File: src/rtl/stage_memory0_arb_pkg.sv
// Shared definitions for the memory0 stage: exception causes, access widths,
// dcache source index width and the alignment helper.
package stage_memory0_arb_pkg;

    typedef enum logic [3:0] {
        EC_INSTR_MISALIGNED = 4'd0,
        EC_INSTR_FAULT      = 4'd1,
        EC_ILLEGAL          = 4'd2,
        EC_BREAKPOINT       = 4'd3,
        EC_LOAD_MISALIGNED  = 4'd4,
        EC_LOAD_FAULT       = 4'd5,
        EC_STORE_MISALIGNED = 4'd6,
        EC_STORE_FAULT      = 4'd7,
        EC_ECALL_U          = 4'd8,
        EC_ECALL_S          = 4'd9,
        EC_ECALL_M          = 4'd11,
        EC_INSTR_PAGE_FAULT = 4'd12,
        EC_LOAD_PAGE_FAULT  = 4'd13,
        EC_STORE_PAGE_FAULT = 4'd15
    } ecause_t;

    localparam logic [1:0] MW_BYTE = 2'd0;
    localparam logic [1:0] MW_HALF = 2'd1;
    localparam logic [1:0] MW_WORD = 2'd2;

    localparam int STARVE_W = 4;

    // dcache source index: 0 = pipeline, i+1 = auxiliary requester i
    function automatic int dc_src_w(input int num_aux);
        return $clog2(num_aux + 1);
    endfunction

    function automatic logic misaligned(input logic [1:0] width, input logic [1:0] addr_lo);
        logic mis;
        mis = 1'b0;
        if (width == MW_HALF)      mis = addr_lo[0];
        else if (width == MW_WORD) mis = |addr_lo;
        return mis;
    endfunction

endpackage

File: src/rtl/stage_memory0_arb_if.sv
// Execute/aux/dcache/memory1 signal bundle seen by the memory0 arbiter;
// slave = the stage itself, master = its surroundings.
interface stage_memory0_arb_if
    import stage_memory0_arb_pkg::*;
#(
    parameter int NUM_AUX = 2
);
    localparam int SRC_W = dc_src_w(NUM_AUX);

    logic                      ex_valid, ex_exc;
    ecause_t                   ex_exc_cause;
    logic [31:2]               ex_pc;
    logic [31:0]               ex_data0, ex_data1;
    logic                      ex_mem_read, ex_mem_write, ex_mem_extend;
    logic [1:0]                ex_mem_width;
    logic [4:0]                ex_wb_reg;
    logic                      mem0_stall;

    logic [NUM_AUX-1:0]        aux_req, aux_trans, aux_gnt;
    logic [NUM_AUX-1:0][31:2]  aux_addr;

    logic                      mem0_dc_read, mem0_dc_trans;
    logic [8:0]                mem0_dc_asid;
    logic [31:2]               mem0_dc_addr;
    logic [SRC_W-1:0]          mem0_dc_src;

    logic                      csr_kill;
    logic [31:0]               csr_satp;

    logic                      mem1_stall;
    logic                      mem0_valid, mem0_exc;
    ecause_t                   mem0_exc_cause;
    logic [31:2]               mem0_pc;
    logic                      mem0_read, mem0_write, mem0_extend;
    logic [1:0]                mem0_width;
    logic [31:0]               mem0_addr, mem0_wdata;
    logic [4:0]                mem0_wb_reg;

    logic                      mem0_fwd_valid, mem0_fwd_stall;
    logic [31:0]               mem0_fwd_data;

    modport slave (
        input  ex_valid, ex_exc, ex_exc_cause, ex_pc, ex_data0, ex_data1,
               ex_mem_read, ex_mem_write, ex_mem_extend, ex_mem_width, ex_wb_reg,
               aux_req, aux_trans, aux_addr, csr_kill, csr_satp, mem1_stall,
        output mem0_stall, aux_gnt,
               mem0_dc_read, mem0_dc_trans, mem0_dc_asid, mem0_dc_addr, mem0_dc_src,
               mem0_valid, mem0_exc, mem0_exc_cause, mem0_pc, mem0_read, mem0_write,
               mem0_extend, mem0_width, mem0_addr, mem0_wdata, mem0_wb_reg,
               mem0_fwd_valid, mem0_fwd_stall, mem0_fwd_data
    );

    modport master (
        output ex_valid, ex_exc, ex_exc_cause, ex_pc, ex_data0, ex_data1,
               ex_mem_read, ex_mem_write, ex_mem_extend, ex_mem_width, ex_wb_reg,
               aux_req, aux_trans, aux_addr, csr_kill, csr_satp, mem1_stall,
        input  mem0_stall, aux_gnt,
               mem0_dc_read, mem0_dc_trans, mem0_dc_asid, mem0_dc_addr, mem0_dc_src,
               mem0_valid, mem0_exc, mem0_exc_cause, mem0_pc, mem0_read, mem0_write,
               mem0_extend, mem0_width, mem0_addr, mem0_wdata, mem0_wb_reg,
               mem0_fwd_valid, mem0_fwd_stall, mem0_fwd_data
    );

endinterface

File: src/rtl/stage_memory0_arb_rr_prio.sv
// dcache port priority encoder: lowest-index aux wins, except the pipeline
// op is forced through after STARVE_MAX consecutive losses.
module mem0_rr_prio
    import stage_memory0_arb_pkg::*;
#(
    parameter int NUM_AUX    = 2,
    parameter int STARVE_MAX = 3,
    parameter int SRC_W      = dc_src_w(NUM_AUX)
) (
    input  logic               clk_core,
    input  logic               reset_n,
    input  logic               pipe_cand_i,
    input  logic [NUM_AUX-1:0] aux_req_i,
    output logic               pipe_gnt_o,
    output logic [NUM_AUX-1:0] aux_gnt_o,
    output logic [SRC_W-1:0]   src_o
);

    logic [STARVE_W-1:0] starve_q, starve_d;
    logic                aux_hit;

    always_comb begin
        pipe_gnt_o = 1'b0;
        aux_gnt_o  = '0;
        src_o      = '0;
        aux_hit    = 1'b0;
        if (pipe_cand_i && (starve_q == STARVE_W'(STARVE_MAX))) begin
            pipe_gnt_o = 1'b1;
        end else begin
            for (int i = 0; i < NUM_AUX; i++) begin
                if (aux_req_i[i] && !aux_hit) begin
                    aux_hit      = 1'b1;
                    aux_gnt_o[i] = 1'b1;
                    src_o        = SRC_W'(i + 1);
                end
            end
            pipe_gnt_o = pipe_cand_i && !aux_hit;
        end
    end

    // Counts only uninterrupted losses; any grant or idle cycle restarts it
    always_comb begin
        starve_d = '0;
        if (pipe_cand_i && !pipe_gnt_o)
            starve_d = (starve_q == STARVE_W'(STARVE_MAX)) ? starve_q : starve_q + STARVE_W'(1);
    end

    always_ff @(posedge clk_core) begin
        if (!reset_n) starve_q <= '0;
        else          starve_q <= starve_d;
    end

endmodule

File: src/rtl/stage_memory0_arb.sv
// Memory0 stage: holds the execute bundle and arbitrates the dcache port
// between it and auxiliary requesters. MEM0_MISALIGN_EXC_EN adds alignment traps.
module stage_memory0_arb
    import stage_memory0_arb_pkg::*;
#(
    parameter int NUM_AUX    = 2,
    parameter int STARVE_MAX = 3
) (
    input  logic                 clk_core,
    input  logic                 reset_n,
    stage_memory0_arb_if.slave   bus
);

    localparam int SRC_W = dc_src_w(NUM_AUX);

    logic        valid_q, exc_q, exc_d;
    ecause_t     cause_q, cause_d;
    logic [31:2] pc_q;
    logic [31:0] data0_q, data1_q;
    logic        read_q, write_q, extend_q;
    logic [1:0]  width_q;
    logic [4:0]  wb_reg_q;

    logic               pipe_cand, alu_op, pipe_gnt, any_aux, stall, capture;
    logic [NUM_AUX-1:0] aux_gnt;
    logic [SRC_W-1:0]   src;
    logic               aux_trans_sel;
    logic [31:2]        aux_addr_sel;
    logic               unused_satp;

`ifdef MEM0_MISALIGN_EXC_EN
    logic mis;
    assign mis     = bus.ex_valid && !bus.ex_exc && (bus.ex_mem_read || bus.ex_mem_write)
                     && misaligned(bus.ex_mem_width, bus.ex_data0[1:0]);
    assign exc_d   = bus.ex_exc || mis;
    assign cause_d = mis ? (bus.ex_mem_read ? EC_LOAD_MISALIGNED : EC_STORE_MISALIGNED)
                         : bus.ex_exc_cause;
`else
    assign exc_d   = bus.ex_exc;
    assign cause_d = bus.ex_exc_cause;
`endif

    // A kill always admits the next bundle, even while memory1 is stalled
    assign capture = !stall || bus.csr_kill;

    always_ff @(posedge clk_core) begin
        if (!reset_n) begin
            valid_q <= 1'b0;
            exc_q   <= 1'b0;
        end else if (capture) begin
            valid_q <= bus.ex_valid;
            exc_q   <= exc_d;
        end
    end

    always_ff @(posedge clk_core) begin
        if (capture) begin
            cause_q  <= cause_d;
            pc_q     <= bus.ex_pc;
            data0_q  <= bus.ex_data0;
            data1_q  <= bus.ex_data1;
            read_q   <= bus.ex_mem_read;
            write_q  <= bus.ex_mem_write;
            extend_q <= bus.ex_mem_extend;
            width_q  <= bus.ex_mem_width;
            wb_reg_q <= bus.ex_wb_reg;
        end
    end

    assign pipe_cand = valid_q && !exc_q && (read_q || write_q);
    assign alu_op    = valid_q && !exc_q && !read_q && !write_q;

    mem0_rr_prio #(
        .NUM_AUX    (NUM_AUX),
        .STARVE_MAX (STARVE_MAX),
        .SRC_W      (SRC_W)
    ) u_prio (
        .clk_core    (clk_core),
        .reset_n     (reset_n),
        .pipe_cand_i (pipe_cand),
        .aux_req_i   (bus.aux_req),
        .pipe_gnt_o  (pipe_gnt),
        .aux_gnt_o   (aux_gnt),
        .src_o       (src)
    );

    assign any_aux = |aux_gnt;

    always_comb begin
        aux_trans_sel = 1'b0;
        aux_addr_sel  = '0;
        for (int i = 0; i < NUM_AUX; i++) begin
            if (aux_gnt[i]) begin
                aux_trans_sel = bus.aux_trans[i];
                aux_addr_sel  = bus.aux_addr[i];
            end
        end
    end

    // An aux grant occupies the memory1 slot, so a non-memory op must wait too
    assign stall = (valid_q || exc_q) &&
                   (bus.mem1_stall || (pipe_cand && !pipe_gnt) || (alu_op && any_aux));

    assign bus.mem0_stall     = stall;
    assign bus.aux_gnt        = aux_gnt;
    assign bus.mem0_dc_read   = any_aux || (pipe_gnt && !bus.mem1_stall);
    assign bus.mem0_dc_trans  = any_aux ? aux_trans_sel : bus.csr_satp[31];
    assign bus.mem0_dc_asid   = bus.csr_satp[30:22];
    assign bus.mem0_dc_addr   = any_aux ? aux_addr_sel : data0_q[31:2];
    assign bus.mem0_dc_src    = src;
    assign unused_satp        = ^bus.csr_satp[21:0];

    assign bus.mem0_valid     = ((valid_q && !exc_q && !stall) || any_aux) && !bus.csr_kill;
    assign bus.mem0_exc       = exc_q && !any_aux && !bus.csr_kill;
    assign bus.mem0_exc_cause = cause_q;
    assign bus.mem0_pc        = pc_q;
    assign bus.mem0_read      = read_q;
    assign bus.mem0_write     = write_q;
    assign bus.mem0_extend    = extend_q;
    assign bus.mem0_width     = width_q;
    assign bus.mem0_addr      = any_aux ? {aux_addr_sel, 2'b00} : data0_q;
    assign bus.mem0_wdata     = data1_q;
    assign bus.mem0_wb_reg    = wb_reg_q;

    assign bus.mem0_fwd_valid = valid_q;
    assign bus.mem0_fwd_stall = read_q;
    assign bus.mem0_fwd_data  = data0_q;

endmodule

File: src/flat_wrapper.sv
// flat-port wrapper written by rule: the top's interface ports become plain ports
module stage_memory0_arb_flat import stage_memory0_arb_pkg::*;
#(
    parameter int NUM_AUX    = 2,
    parameter int STARVE_MAX = 3
)
  (clk_core, reset_n, bus_ex_valid, bus_ex_exc, bus_ex_exc_cause, bus_ex_pc, bus_ex_data0, bus_ex_data1, bus_ex_mem_read, bus_ex_mem_write, bus_ex_mem_extend, bus_ex_mem_width, bus_ex_wb_reg, bus_aux_req, bus_aux_trans, bus_aux_addr, bus_csr_kill, bus_csr_satp, bus_mem1_stall, bus_mem0_stall, bus_aux_gnt, bus_mem0_dc_read, bus_mem0_dc_trans, bus_mem0_dc_asid, bus_mem0_dc_addr, bus_mem0_dc_src, bus_mem0_valid, bus_mem0_exc, bus_mem0_exc_cause, bus_mem0_pc, bus_mem0_read, bus_mem0_write, bus_mem0_extend, bus_mem0_width, bus_mem0_addr, bus_mem0_wdata, bus_mem0_wb_reg, bus_mem0_fwd_valid, bus_mem0_fwd_stall, bus_mem0_fwd_data);
  stage_memory0_arb_if #(.NUM_AUX(NUM_AUX)) bus_i ();
  input  logic clk_core;
  input  logic reset_n;
  input wire logic [$bits(bus_i.ex_valid)-1:0] bus_ex_valid;
  input wire logic [$bits(bus_i.ex_exc)-1:0] bus_ex_exc;
  input wire logic [$bits(bus_i.ex_exc_cause)-1:0] bus_ex_exc_cause;
  input wire logic [$bits(bus_i.ex_pc)-1:0] bus_ex_pc;
  input wire logic [$bits(bus_i.ex_data0)-1:0] bus_ex_data0;
  input wire logic [$bits(bus_i.ex_data1)-1:0] bus_ex_data1;
  input wire logic [$bits(bus_i.ex_mem_read)-1:0] bus_ex_mem_read;
  input wire logic [$bits(bus_i.ex_mem_write)-1:0] bus_ex_mem_write;
  input wire logic [$bits(bus_i.ex_mem_extend)-1:0] bus_ex_mem_extend;
  input wire logic [$bits(bus_i.ex_mem_width)-1:0] bus_ex_mem_width;
  input wire logic [$bits(bus_i.ex_wb_reg)-1:0] bus_ex_wb_reg;
  input wire logic [$bits(bus_i.aux_req)-1:0] bus_aux_req;
  input wire logic [$bits(bus_i.aux_trans)-1:0] bus_aux_trans;
  input wire logic [$bits(bus_i.aux_addr)-1:0] bus_aux_addr;
  input wire logic [$bits(bus_i.csr_kill)-1:0] bus_csr_kill;
  input wire logic [$bits(bus_i.csr_satp)-1:0] bus_csr_satp;
  input wire logic [$bits(bus_i.mem1_stall)-1:0] bus_mem1_stall;
  output wire logic [$bits(bus_i.mem0_stall)-1:0] bus_mem0_stall;
  output wire logic [$bits(bus_i.aux_gnt)-1:0] bus_aux_gnt;
  output wire logic [$bits(bus_i.mem0_dc_read)-1:0] bus_mem0_dc_read;
  output wire logic [$bits(bus_i.mem0_dc_trans)-1:0] bus_mem0_dc_trans;
  output wire logic [$bits(bus_i.mem0_dc_asid)-1:0] bus_mem0_dc_asid;
  output wire logic [$bits(bus_i.mem0_dc_addr)-1:0] bus_mem0_dc_addr;
  output wire logic [$bits(bus_i.mem0_dc_src)-1:0] bus_mem0_dc_src;
  output wire logic [$bits(bus_i.mem0_valid)-1:0] bus_mem0_valid;
  output wire logic [$bits(bus_i.mem0_exc)-1:0] bus_mem0_exc;
  output wire logic [$bits(bus_i.mem0_exc_cause)-1:0] bus_mem0_exc_cause;
  output wire logic [$bits(bus_i.mem0_pc)-1:0] bus_mem0_pc;
  output wire logic [$bits(bus_i.mem0_read)-1:0] bus_mem0_read;
  output wire logic [$bits(bus_i.mem0_write)-1:0] bus_mem0_write;
  output wire logic [$bits(bus_i.mem0_extend)-1:0] bus_mem0_extend;
  output wire logic [$bits(bus_i.mem0_width)-1:0] bus_mem0_width;
  output wire logic [$bits(bus_i.mem0_addr)-1:0] bus_mem0_addr;
  output wire logic [$bits(bus_i.mem0_wdata)-1:0] bus_mem0_wdata;
  output wire logic [$bits(bus_i.mem0_wb_reg)-1:0] bus_mem0_wb_reg;
  output wire logic [$bits(bus_i.mem0_fwd_valid)-1:0] bus_mem0_fwd_valid;
  output wire logic [$bits(bus_i.mem0_fwd_stall)-1:0] bus_mem0_fwd_stall;
  output wire logic [$bits(bus_i.mem0_fwd_data)-1:0] bus_mem0_fwd_data;
  assign bus_i.ex_valid = bus_ex_valid;
  assign bus_i.ex_exc = bus_ex_exc;
  assign bus_i.ex_exc_cause = bus_ex_exc_cause;
  assign bus_i.ex_pc = bus_ex_pc;
  assign bus_i.ex_data0 = bus_ex_data0;
  assign bus_i.ex_data1 = bus_ex_data1;
  assign bus_i.ex_mem_read = bus_ex_mem_read;
  assign bus_i.ex_mem_write = bus_ex_mem_write;
  assign bus_i.ex_mem_extend = bus_ex_mem_extend;
  assign bus_i.ex_mem_width = bus_ex_mem_width;
  assign bus_i.ex_wb_reg = bus_ex_wb_reg;
  assign bus_i.aux_req = bus_aux_req;
  assign bus_i.aux_trans = bus_aux_trans;
  assign bus_i.aux_addr = bus_aux_addr;
  assign bus_i.csr_kill = bus_csr_kill;
  assign bus_i.csr_satp = bus_csr_satp;
  assign bus_i.mem1_stall = bus_mem1_stall;
  assign bus_mem0_stall = bus_i.mem0_stall;
  assign bus_aux_gnt = bus_i.aux_gnt;
  assign bus_mem0_dc_read = bus_i.mem0_dc_read;
  assign bus_mem0_dc_trans = bus_i.mem0_dc_trans;
  assign bus_mem0_dc_asid = bus_i.mem0_dc_asid;
  assign bus_mem0_dc_addr = bus_i.mem0_dc_addr;
  assign bus_mem0_dc_src = bus_i.mem0_dc_src;
  assign bus_mem0_valid = bus_i.mem0_valid;
  assign bus_mem0_exc = bus_i.mem0_exc;
  assign bus_mem0_exc_cause = bus_i.mem0_exc_cause;
  assign bus_mem0_pc = bus_i.mem0_pc;
  assign bus_mem0_read = bus_i.mem0_read;
  assign bus_mem0_write = bus_i.mem0_write;
  assign bus_mem0_extend = bus_i.mem0_extend;
  assign bus_mem0_width = bus_i.mem0_width;
  assign bus_mem0_addr = bus_i.mem0_addr;
  assign bus_mem0_wdata = bus_i.mem0_wdata;
  assign bus_mem0_wb_reg = bus_i.mem0_wb_reg;
  assign bus_mem0_fwd_valid = bus_i.mem0_fwd_valid;
  assign bus_mem0_fwd_stall = bus_i.mem0_fwd_stall;
  assign bus_mem0_fwd_data = bus_i.mem0_fwd_data;
  stage_memory0_arb #(.NUM_AUX(NUM_AUX), .STARVE_MAX(STARVE_MAX)) u_core (.clk_core(clk_core), .reset_n(reset_n), .bus(bus_i));
endmodule
File: config.mk
export PLATFORM = sky130hd
export DESIGN_NAME = stage_memory0_arb_flat
export DESIGN_NICKNAME = d
export VERILOG_FILES = /design/src/rtl/stage_memory0_arb_pkg.sv /design/src/rtl/stage_memory0_arb_if.sv /design/src/rtl/stage_memory0_arb_rr_prio.sv /design/src/rtl/stage_memory0_arb.sv /design/src/flat_wrapper.sv
export SDC_FILE = /design/constraint.sdc
export NUM_CORES = 1
export LEC_CHECK = 0
export CAP_MARGIN = 20
export CORE_AREA = 2 2 156 158
export CTS_CLUSTER_SIZE = 28
export DETAILED_ROUTE_END_ITERATION = 10
export DIE_AREA = 0 0 158 160
export SKIP_LAST_GASP = 1
export SLEW_MARGIN = 20
export SYNTH_ARGS = -nofsm -noshare
export SYNTH_HDL_FRONTEND = slang
export SYNTH_SLANG_ARGS = --single-unit
File: constraint.sdc
create_clock -name clk_core -period 7.2 [get_ports clk_core]
set_clock_uncertainty 0.15 [all_clocks]
set_input_delay 0.72 -clock clk_core [delete_from_list [all_inputs] [get_ports clk_core]]
set_output_delay 0.72 -clock clk_core [all_outputs]
set_load 0.02 [all_outputs]
==> metrics <==
Synthesis Warnings 0; fin. max-slew vios 0; CTS Sinks 114; number of synthesized flops with an enable pin 108; WL final 17,610 um; cells on worst reg2reg path 5; row count 57; critical path arrival 3350 ps; Setup-failing EPs final 0; reg-to-reg critical path endpoint u_core.bus.mem0_wdata[28]; Crit Path Class flip-flop to output port; Reg clk slew, reported paths 50 ps; setup repair bufs after CTS 0; Critical Path Start Type flip-flop; clock latency on the worst-skew pair 410 ps; Fill cells 2,341; maximum root-to-sink buffer count 2; via count 4,000; Buffers on Ports 359; WHS Path Cells 1; top-area cell type share of the netlist area 0.6828; first-pass GRT wire length 25,410 um; R2R setup slack 3520 ps; critical-path cell list ha_1 > nor3b_4 > a311oi_4 > buf_4 > a221o_1 > clkdlybuf4s50_1; hold path start u_core.u_prio.starve_q[0]; largest net degree at the start of global routing 87; Starting Density 0.1994; Final min period 4217 ps; hold endpoint u_core.u_prio.starve_q[0]; Fmax 237.2 MHz; DPL Wire Length 13,360 um; GRT overflow 0; clock buffer count from CTS 17; fin cells 971; peak supply drop 0.0001380 V; initial antenna violation count 0; post-synthesis async set-or-reset flop share 0; Via density 4.119; n_diodes 0; DRT iter0 DRCs 245; actual slew at the worst max-slew pin 913.1 ps; Power, Total 2.087 mW; Top Ports 400; H-tree levels 4; fin nets 845; Multi-input gate area 939.7 um^2; Area Overhead vs Synth 88.41%; Buf/Inv on CP 2; Synthesized Nets 525; hold buffers post-CTS 0; RSZ-0062 raised after global routing false; fin crit share 0.5856; Post-Synthesis Cells 314; CP max-delay cell nor3b_4; status finished clean; Worst Setup End Kind output port; Synth area leaders edfxtp_1 68%, buf_4 6.6%, a221o_1 6.5%; Register Area 0.003363 mm^2; Top delay family on crit path buffers and inverters; Total GRT Usage 0.1371; Final Hold Fails 0; top-count cell post-synth edfxtp_1; Crit path depth 6; CP max FO 22; post-synth top area cell edfxtp_1; Synth top cells by count 108 x edfxtp_1, 42 x buf_4, 34 x a31oi_1, 34 x nand2_1, 31 x a221o_1; Critical Path RT 6330 ps; Max Cap Violations 0; Placer Congestion 0.7665; Rel. slew slack 0.3913; register bit total from synthesis 114; # resized after CTS 0; DIE WIDTH 158 um; Cell Area, Synth 0.004750 mm^2; power per cell area 233.3 mW/mm^2; vias in the first global route 4,226; CTS tree built; Synth Area per Inst 15.13 um^2; placed cell count 939; DRC 0; Die ar. 0.02528 mm^2; post-synthesis sequential area ratio 0.7081; Core Region 0.02382 mm^2; share of post-route cells with drive strength above 1 0.06491; root buffer cell clkbuf_16; drt wl/cell 18.13 um; distinct cell type count after synthesis 35; Pleak 3.230 nW; top_reg_cell synth edfxtp_1; max incr delay on CP 720 ps; Sum Neg Setup Slack 0 ps; Detail Route Antenna Nets 0; worst r2r src u_core.u_prio.starve_q[0]; drt pass-1 iters 4; die height 160 um; Tightest Hold Check Type flip-flop to flip-flop
-- metrics by stage --
stage	util	hold slack, ps	instance area [um^2]	worst slack [ps]
floorplan	-	267.6	4756	2329
global placement	0.3510	284.8	8362	2959
detailed placement	0.3510	292.0	8362	2931
CTS	0.3755	302.5	8945	2957
global route	0.3757	333.4	8949	2802
finish	0.3757	302.5	8949	2983
-- cells by family (layout without fill, tap and decap cells) --
kind of cell    count (synthesis)  count (layout)  synth area share
fa+ha+maj                       1               1          0.002634
flops                         114             114            0.7081
buf+inv                        68             401           0.09931
simple gates                   52              52           0.05322
xor+xnor                        1               1          0.001844
compound gates                 77              77            0.1325
mux                             1               1          0.002371
-- layout make-up --
class | instances | share of cell area
multi-input cells | 132 | 0.1050
inverters | 4 | 0.001678
clock buffers | 18 | 0.04796
well taps | 324 | 0.04530
clock inverters | 14 | 0.01720
repair buffers | 365 | 0.4070
flip-flops and latches | 114 | 0.3758
-- routing by layer --
metal  GRT usage  wire (um)  vias to the layer above
li1            -          -                     1841
met1      0.1475       6594                     1893
met2      0.2304       8568                      243
met3     0.06513       2000                       23
met4     0.05569        444                        0
met5           0          0                        -
-- report_power, final --
group / leakage, nW / internal (mW) / switching [mW] / total (mW)
clock network: 0.279 / 0.514 / 0.325 / 0.839
logic: 1.78 / 0.239 / 0.207 / 0.447
registers: 1.17 / 0.781 / 0.0207 / 0.802
-- cell usage in the layout, fill, tap and decap left out, types with 2 or more instances in the layout --
cell type / count
a221o_1: 31
edfxtp_1: 108
nand2_1: 34
clkbuf_16: 17
nor2_1: 5
inv_6: 4
a31oi_1: 34
buf_4: 5
o21ai_0: 4
dfxtp_1: 6
bufinv_16: 2
clkinvlp_4: 2
inv_1: 4
and2_1: 2
clkinv_4: 4
clkdlybuf4s50_1: 359
-- how the worst max path moves through the flow --
stage                         startpoint                            to
2_1_floorplan             bus_aux_req[0]  u_core.bus.mem0_exc_cause[0]
3_3_place_gp              bus_aux_req[0]     u_core.bus.mem0_wdata[18]
3_5_place_dp              bus_aux_req[0]        u_core.bus.mem0_pc[11]
4_1_cts        u_core.u_prio.starve_q[0]             bus_mem0_addr[22]
5_1_grt        u_core.u_prio.starve_q[0]          bus_mem0_dc_addr[20]
6_report       u_core.u_prio.starve_q[0]             bus_mem0_addr[22]
Power figures use the tool's default switching activity.
